<file path="src/rtl/ca_generation_controller.sv">
// ca_generation_controller: load/step/free-run sequencer for the cellular automaton array
module ca_generation_controller #(
  parameter int N         = 16,
  parameter int GEN_WIDTH = 16,
  parameter int DIV_WIDTH = 24,
  parameter int DIV_COUNT = 12000000
) (
  input  logic                 clk,
  input  logic                 reset,
  input  logic                 load_btn,
  input  logic                 step_btn,
  input  logic                 run_btn,
  input  logic [GEN_WIDTH-1:0] max_gens,
  input  logic [N-1:0]         ca_state,
  output logic                 ca_load,
  output logic                 ca_advance,
  output logic [GEN_WIDTH-1:0] gen_count,
  output logic [1:0]           ctrl_state,
  output logic                 stable
);
  typedef enum logic [1:0] {IDLE = 2'b00, LOAD = 2'b01, RUN = 2'b10, HALT = 2'b11} state_t;
  state_t               state;
  logic                 load_q, run_q, step_q, check_pending;
  logic [N-1:0]         snapshot;
  logic [DIV_WIDTH-1:0] div;
  logic                 load_e, run_e, step_e, div_tc, now_stable, hit_limit, halt_now, gen_adv;
  logic [GEN_WIDTH-1:0] gen_inc;

  assign load_e     = load_btn & ~load_q;
  assign run_e      = run_btn & ~run_q;
  assign step_e     = step_btn & ~step_q;
  assign gen_adv    = ca_advance & ~ca_load;
  assign gen_inc    = &gen_count ? gen_count : gen_count + 1'b1;
  assign div_tc     = div == DIV_WIDTH'(DIV_COUNT - 1);
  assign now_stable = check_pending && ca_state == snapshot;
  assign hit_limit  = gen_adv && max_gens != '0 && gen_inc == max_gens;
  assign halt_now   = now_stable | hit_limit;
  assign ctrl_state = state;

  // Sequencer: button edges, generation bookkeeping, fixed-point check and run-rate divider
  always_ff @(posedge clk or posedge reset) begin
    if (reset) begin
      state         <= IDLE;
      load_q        <= 1'b0;
      run_q         <= 1'b0;
      step_q        <= 1'b0;
      check_pending <= 1'b0;
      snapshot      <= '0;
      div           <= '0;
      ca_load       <= 1'b0;
      ca_advance    <= 1'b0;
      gen_count     <= '0;
      stable        <= 1'b0;
    end else begin
      load_q     <= load_btn;
      run_q      <= run_btn;
      step_q     <= step_btn;
      ca_load    <= 1'b0;
      ca_advance <= 1'b0;
      if (gen_adv) begin
        gen_count     <= gen_inc;
        snapshot      <= ca_state;
        check_pending <= 1'b1;
      end else if (check_pending) begin
        stable        <= now_stable;
        check_pending <= 1'b0;
      end
      case (state)
        LOAD: begin
          state         <= IDLE;
          gen_count     <= '0;
          stable        <= 1'b0;
          check_pending <= 1'b0;
        end
        IDLE: begin
          if (load_e) begin
            state      <= LOAD;
            ca_load    <= 1'b1;
            ca_advance <= 1'b1;
          end else if (halt_now) state <= HALT;
          else if (run_e) begin
            state <= RUN;
            div   <= '0;
          end else if (step_e) ca_advance <= 1'b1;
        end
        RUN: begin
          if (load_e) begin
            state      <= LOAD;
            ca_load    <= 1'b1;
            ca_advance <= 1'b1;
          end else if (halt_now) state <= HALT;
          else if (run_e) state <= IDLE;
          else begin
            div        <= div_tc ? '0 : div + 1'b1;
            ca_advance <= div_tc;
          end
        end
        HALT: begin
          if (load_e) begin
            state      <= LOAD;
            ca_load    <= 1'b1;
            ca_advance <= 1'b1;
          end
        end
      endcase
    end
  end
endmodule

</file>
<file path="config.mk">
export PLATFORM = sky130hd
export DESIGN_NAME = ca_generation_controller
export DESIGN_NICKNAME = d
export VERILOG_FILES = /design/src/rtl/ca_generation_controller.sv
export SDC_FILE = /design/constraint.sdc
export NUM_CORES = 1
export LEC_CHECK = 0
export BUFFER_PORTS_ARGS = -buffer_cell sky130_fd_sc_hd__buf_2
export CAP_MARGIN = 10
export CORE_ASPECT_RATIO = 0.6
export CORE_MARGIN = 3
export CORE_UTILIZATION = 40
export CTS_CLUSTER_SIZE = 14
export DETAILED_ROUTE_END_ITERATION = 8
export PLACE_DENSITY = 0.57
export RECOVER_POWER = 50
export SYNTH_ARGS = -nofsm -noshare
export SYNTH_HDL_FRONTEND = slang
export SYNTH_SLANG_ARGS = --single-unit
</file>
<file path="constraint.sdc">
create_clock -name clk -period 3.8 [get_ports clk]
set_input_delay 0.76 -clock clk [delete_from_list [all_inputs] [get_ports clk]]
set_output_delay 0.76 -clock clk [all_outputs]
set_load 0.02 [all_outputs]
</file>
# Word level (Yosys, flattened, before mapping)
# Index checks and enable logic that the tools add are counted.
# W data, S select, Z words.
dict set report totals {
  inputBits 37
  elab_cells 85
  regBits 65
  out_inout_bits 21
}
dict set report classes {
  muxes 34
  bitwise_logic 9
  n_addsub 2
  n_eq_ne 16
  reduce_logical 13
}
# operator n
set ops {}
lappend ops {{$mux W24} 7}
lappend ops {{$mux W16} 3}
lappend ops {{$pmux W24 S2} 1}
lappend ops {{$eq A16 B16 Y1} 2}
lappend ops {{$add A24 B1 Y24 const B} 1}
lappend ops {{$eq A24 B24 Y1 const B} 1}
lappend ops {{$add A16 B1 Y16 const B} 1}
lappend ops {{$reduce_and A16 Y1} 1}
lappend ops {{$reduce_bool A16 Y1} 1}
lappend ops {{$mux W1} 14}
lappend ops {{$mux W2} 7}
lappend ops {{$ne A2 B2 Y1 const B} 7}
lappend ops {{$ne A4 B4 Y1 const B} 2}
lappend ops {{$pmux W2 S4} 1}
lappend ops {{$reduce_and A7 Y1} 1}
lappend ops {{$reduce_bool A2 Y1} 3}
lappend ops {{$and A1 B1 Y1} 4}
lappend ops {{$eq A2 B2 Y1 const B} 2}
lappend ops {{$not A1 Y1} 4}
lappend ops {{$logic_and A1 B1 Y1} 3}
lappend ops {{$pmux W1 S3} 1}
lappend ops {{$reduce_and A3 Y1} 1}
lappend ops {{$reduce_or A3 Y1} 1}
lappend ops {{$eq A2 B1 Y1 const B} 1}
lappend ops {{other kinds (4)} 4}

# Logic depth before layout (Yosys ltp)
dict set report depth {
  depth_word 8
  ltp_mapped 13
  ltp_nobuf 9
}

# Worst setup path before layout
# Ideal clock, no wire load.
dict set report synth_timing {
  path_type {register to register}
  start {register gen_count[0]}
  end {register div[2]}
  setup_ps 121
  required_time_ps 3679
  t_arrival_ps 2839
  path_stages_with_launch 12
  slack_ps 840
  path_cell_list {dfrtp_1 ha_1 buf_2 nand4_1 a2111o_1 and3_1 nor2_1 nand4_2 nor4_4 a21oi_2 buf_6 a22o_1}
}
dict set report synth_between {
  elab_chain_cells 7
  elab_cells_between_ends 9
  classes_between {add/sub (1); eq/ne (3); mux (1); bitwise (1); reduce/logical (3)}
}
# item line
set synth_lines {}
lappend synth_lines {{start, declared} 17} ;# output logic [GEN_WIDTH-1:0] gen_count,
lappend synth_lines {{start signal, assigned} 61} ;# gen_count <= gen_inc;
lappend synth_lines {{$add A16 B1 Y16 or $reduce_and A16 Y1 (tied branches)} 33} ;# assign gen_inc = &gen_count ? gen_count : gen_count + 1'b1;
lappend synth_lines {{$mux W16 *} 33}
lappend synth_lines {{$eq A16 B16 Y1 *} 36} ;# assign hit_limit = gen_adv && max_gens != '0 && gen_inc == max_gens;
lappend synth_lines {{$logic_and A1 B1 Y1 *} 36}
lappend synth_lines {{$or A1 B1 Y1 *} 37} ;# assign halt_now = now_stable | hit_limit;
lappend synth_lines {{$ne A2 B2 Y1 (no line)} --}
lappend synth_lines {{$reduce_and A7 Y1 (no line) *} --}
lappend synth_lines {{end signal, assigned} 94} ;# div <= div_tc ? '0 : div + 1'b1;
lappend synth_lines {{end, declared} 25} ;# logic [DIV_WIDTH-1:0] div;
# Every way passes the cells marked *; elsewhere a longest branch is shown, timed or not.
# A chain may end at the register's enable or synchronous reset.

# Worst setup path after layout
dict set report layout_timing {
  start {register gen_count[0]}
  end {register div[23]}
}
# Same word-level chain as after synthesis.

==> results.md <==
* Vias in the first global route at ~4000
* Syn Nets at ~570
* Final Skew at 0.009344 ns
* Setup ws final at 0.3839 ns
* Hpwl dp at 8957 um
* Leak Pwr at 2.245 nW
* Placed instance count at 704
* Worst skew pair latency at 0.33 ns
* Synthesized area per cell at ~8 um2
* Setup-failing EPs final at 0
* Outcome: finished, violations left
* Clock Tree Buf Depth at 2
* Failing checks: max-capacitance violations, max-slew violations
* Vias at 4137
* Seq/Total Area, Yosys at 0.3755
* H-tree Lvls at 3
* Critical Path AT at 3.63 ns
* Post-synthesis async set-or-reset flop share at 1.000
* Final #Nets at 619
* Worst hold path class: flop to flop
* Die area at 12150 um2
* CTS tree: done
* Hold WS at 0.4963 ns
* Dominant synthesized flop cell: dfrtp_1
* Final instance area at about 5100 um2
* Crit Path Max Fanout at 16
* EDFF count, synth at 0
* Max-Cap Viols at 1
* CP Capture Type: flop
* Post-CTS setup buffer count at 0
* Final ANT Viol Nets at 0
* WS Path Type: flop to flop
* Minimum clock period at between 3 and 4 ns
* Worst Tran Pin Value at 1.884 ns
* Drt drc at 0
* Pins Over Slew Limit at between 40 and 50
* Peak supply drop at 0.3138 mV
* Peak Freq at 292.7 MHz
* Initial DRC Count at just under 300
* Slew headroom at -0.2571
* Global-route wire length before repair at 20920 um
* TritonCTS buffer count at 9
* Drt pass-1 iters at 5
* DR WL/cell at between 15 and 20 um
* Filler cells at 978
* Synth Warn # at 0
* GP Congestion at approximately 1
* Gate Count Post-Synth at 529
* # IOs at 58
* Post-Route Utilization at 0.4966
* Pin count of the biggest net entering global routing at 46
* Drt total wl at 12510 um
* CTS Hold Buffers Added at 0
* Pre-CTS setup slack at 0.1586 ns
* Yosys reg bits at 65
* Total GRT Usage at 0.2158
* Clock root cell: clkbuf_16
* Total chip power at roughly 2.5 mW
* Clk slew on worst S/H paths at around 0.06 ns
* DP Area at 4735 um2
* I/O Buffers at 57
* Worst EP required at 4.02 ns
* Unrepaired setup endpoints after global routing: false
* Global route overflow at 0
* DR vias/cell at 5.746
* Synth unique cells at 63
* Starting density of the core at 0.4249
* Period utilisation layout at 0.8990
* # clock sinks at 65
* Fraction of layout cells with a size suffix above 1 at 0.1538
* Synthesized area at 4332 um2
* Die Y at about 87 um
* Num rows at 28
* Area growth from synthesis to layout at 16.87%
* Fin Setup TNS at 0 ns
* Post-Layout Cell Count at 720
* # diodes at 0
* Core area at between 10000 and 15000 um2
* Initial antenna violation count at 0
* Final Hold Vio Count at 0
* Power Dens Cells at 484.7 nW/um2
* CP startpoint kind: flop
* Die W at roughly 140 um
==> flip-flops by register name, summed over array words and instances, names as in the netlist, 2 cells and up <==
register	count
snapshot	16
gen_count	16
ctrl_state	2
div	24
==> worst max-delay path, stage by stage (launching register included) <==
cell and delay, ns:
dfrtp_1 0.49, ha_1 0.36, buf_4 0.19, nand4_1 0.21, nor4_1 0.64, nand2_1 0.11, nand2_1 0.14, nand4_2 0.13
nor4_4 0.40, buf_4 0.30, a2111oi_0 0.14, a21o_1 0.18
==> repair_timing <==
action / 4_1_cts / 5_1_grt
resized for setup: 0 / 1
setup endpoints to repair: 0 / 21
hold endpoints to repair: 0 / 0
==> layer usage <==
| layer | global-route usage | vias up | part of all wire |
|---|---|---|---|
| met5 | 0 | - | 0 |
| li1 | - | 1977 | - |
| met1 | 0.3309 | 1978 | 0.50 |
| met4 | 0.05189 | 0 | 0.010 |
| met2 | 0.2999 | 169 | 0.40 |
| met3 | 0.05623 | 13 | 0.092 |
==> power by group <==
group	internal (mW)	switching (mW)
logic	0.238	0.378
clock network	0.614	0.327
registers	0.802	0.0942
==> layout by cell type (no fill, tap or decap), drive strengths merged, types with 3 or more instances in the layout <==
cell and instances:
clkbuf 17, and3 9, and2 5, a211oi 3
a22o 17, a311oi 3, buf 64, and4 4
nand2 111, nor3 12, a21oi 18, xnor2 27
nor4 16, or3 3, nand4 14, inv 18
xor2 17, a21o 19, a31oi 5, nor2 46
nand3 18, nor2b 7, o2bb2ai 3, dfrtp 65
a211o 4, o21ai 17, nand4b 3
==> cell families (layout without fill, tap and decap cells) <==
family | count (synthesis) | in the layout | synth area share
muxes | 2 | 2 | 0.004910
and+or+nand+nor | 260 | 260 | 0.2932
xor gates and xnor gates | 44 | 44 | 0.08897
AOI/OAI and AO/OA | 109 | 109 | 0.1820
adders and majority gates | 2 | 2 | 0.005776
buffers and inverters | 47 | 103 | 0.04968
DFF | 65 | 65 | 0.3755
==> cell usage after synthesis (3+ instances only) <==
cell / count / share of area
inv_1: 17 / 0.015
dfrtp_1: 65 / 0.38
o21ai_0: 16 / 0.018
a211oi_1: 3 / 0.0052
nor2_1: 46 / 0.040
nand2_1: 111 / 0.096
nor2b_1: 7 / 0.010
and4_1: 4 / 0.0081
xor2_1: 17 / 0.034
a22o_1: 17 / 0.034
a21o_1: 19 / 0.033
buf_2: 10 / 0.012
a21oi_1: 17 / 0.020
a211o_1: 4 / 0.0081
and2_1: 5 / 0.0072
nand4_1: 12 / 0.017
and3_1: 9 / 0.013
clkbuf_1: 16 / 0.014
a31oi_1: 5 / 0.0072
buf_6: 3 / 0.0078
or3_1: 3 / 0.0043
nand4b_1: 3 / 0.0061
xnor2_1: 27 / 0.055
o2bb2ai_1: 3 / 0.0061
nor3_1: 12 / 0.014
nand3_1: 18 / 0.021
nor4_1: 14 / 0.020
a311oi_1: 3 / 0.0061
==> worst paths after layout <==
| kind | from | to | slack [ns] | cells past startpoint |
|---|---|---|---|---|
| worst max-delay path | gen_count[0]$_DFFE_PP0P_ | div[23]$_DFFE_PP0P_ | 0.38 | 11 |
| worst min-delay path | snapshot[6]$_DFFE_PP0P_ | snapshot[6]$_DFFE_PP0P_ | 0.50 | 2 |
| worst max register to register | gen_count[0]$_DFFE_PP0P_ | div[23]$_DFFE_PP0P_ | 0.38 | 11 |
| worst min register to register | snapshot[6]$_DFFE_PP0P_ | snapshot[6]$_DFFE_PP0P_ | 0.50 | 2 |
| max in group asynchronous | reset | gen_count[8]$_DFFE_PP0P_ | 1.39 | 3 |
| min in group asynchronous | reset | run_q$_DFF_PP0_ | 1.04 | 2 |
==> final cells by class <==
cell class | count | area [um2] | area share
multi-input cells | 417 | 2500 | 0.4938
flip-flops and latches | 65 | 1627 | 0.3213
repair buffers | 70 | 365.4 | 0.07217
clock buffers | 11 | 252.7 | 0.04993
well taps | 135 | 168.9 | 0.03337
clock inverters | 5 | 85.08 | 0.01681
inverters | 17 | 63.81 | 0.01261
(Power assumes the default switching activity.)
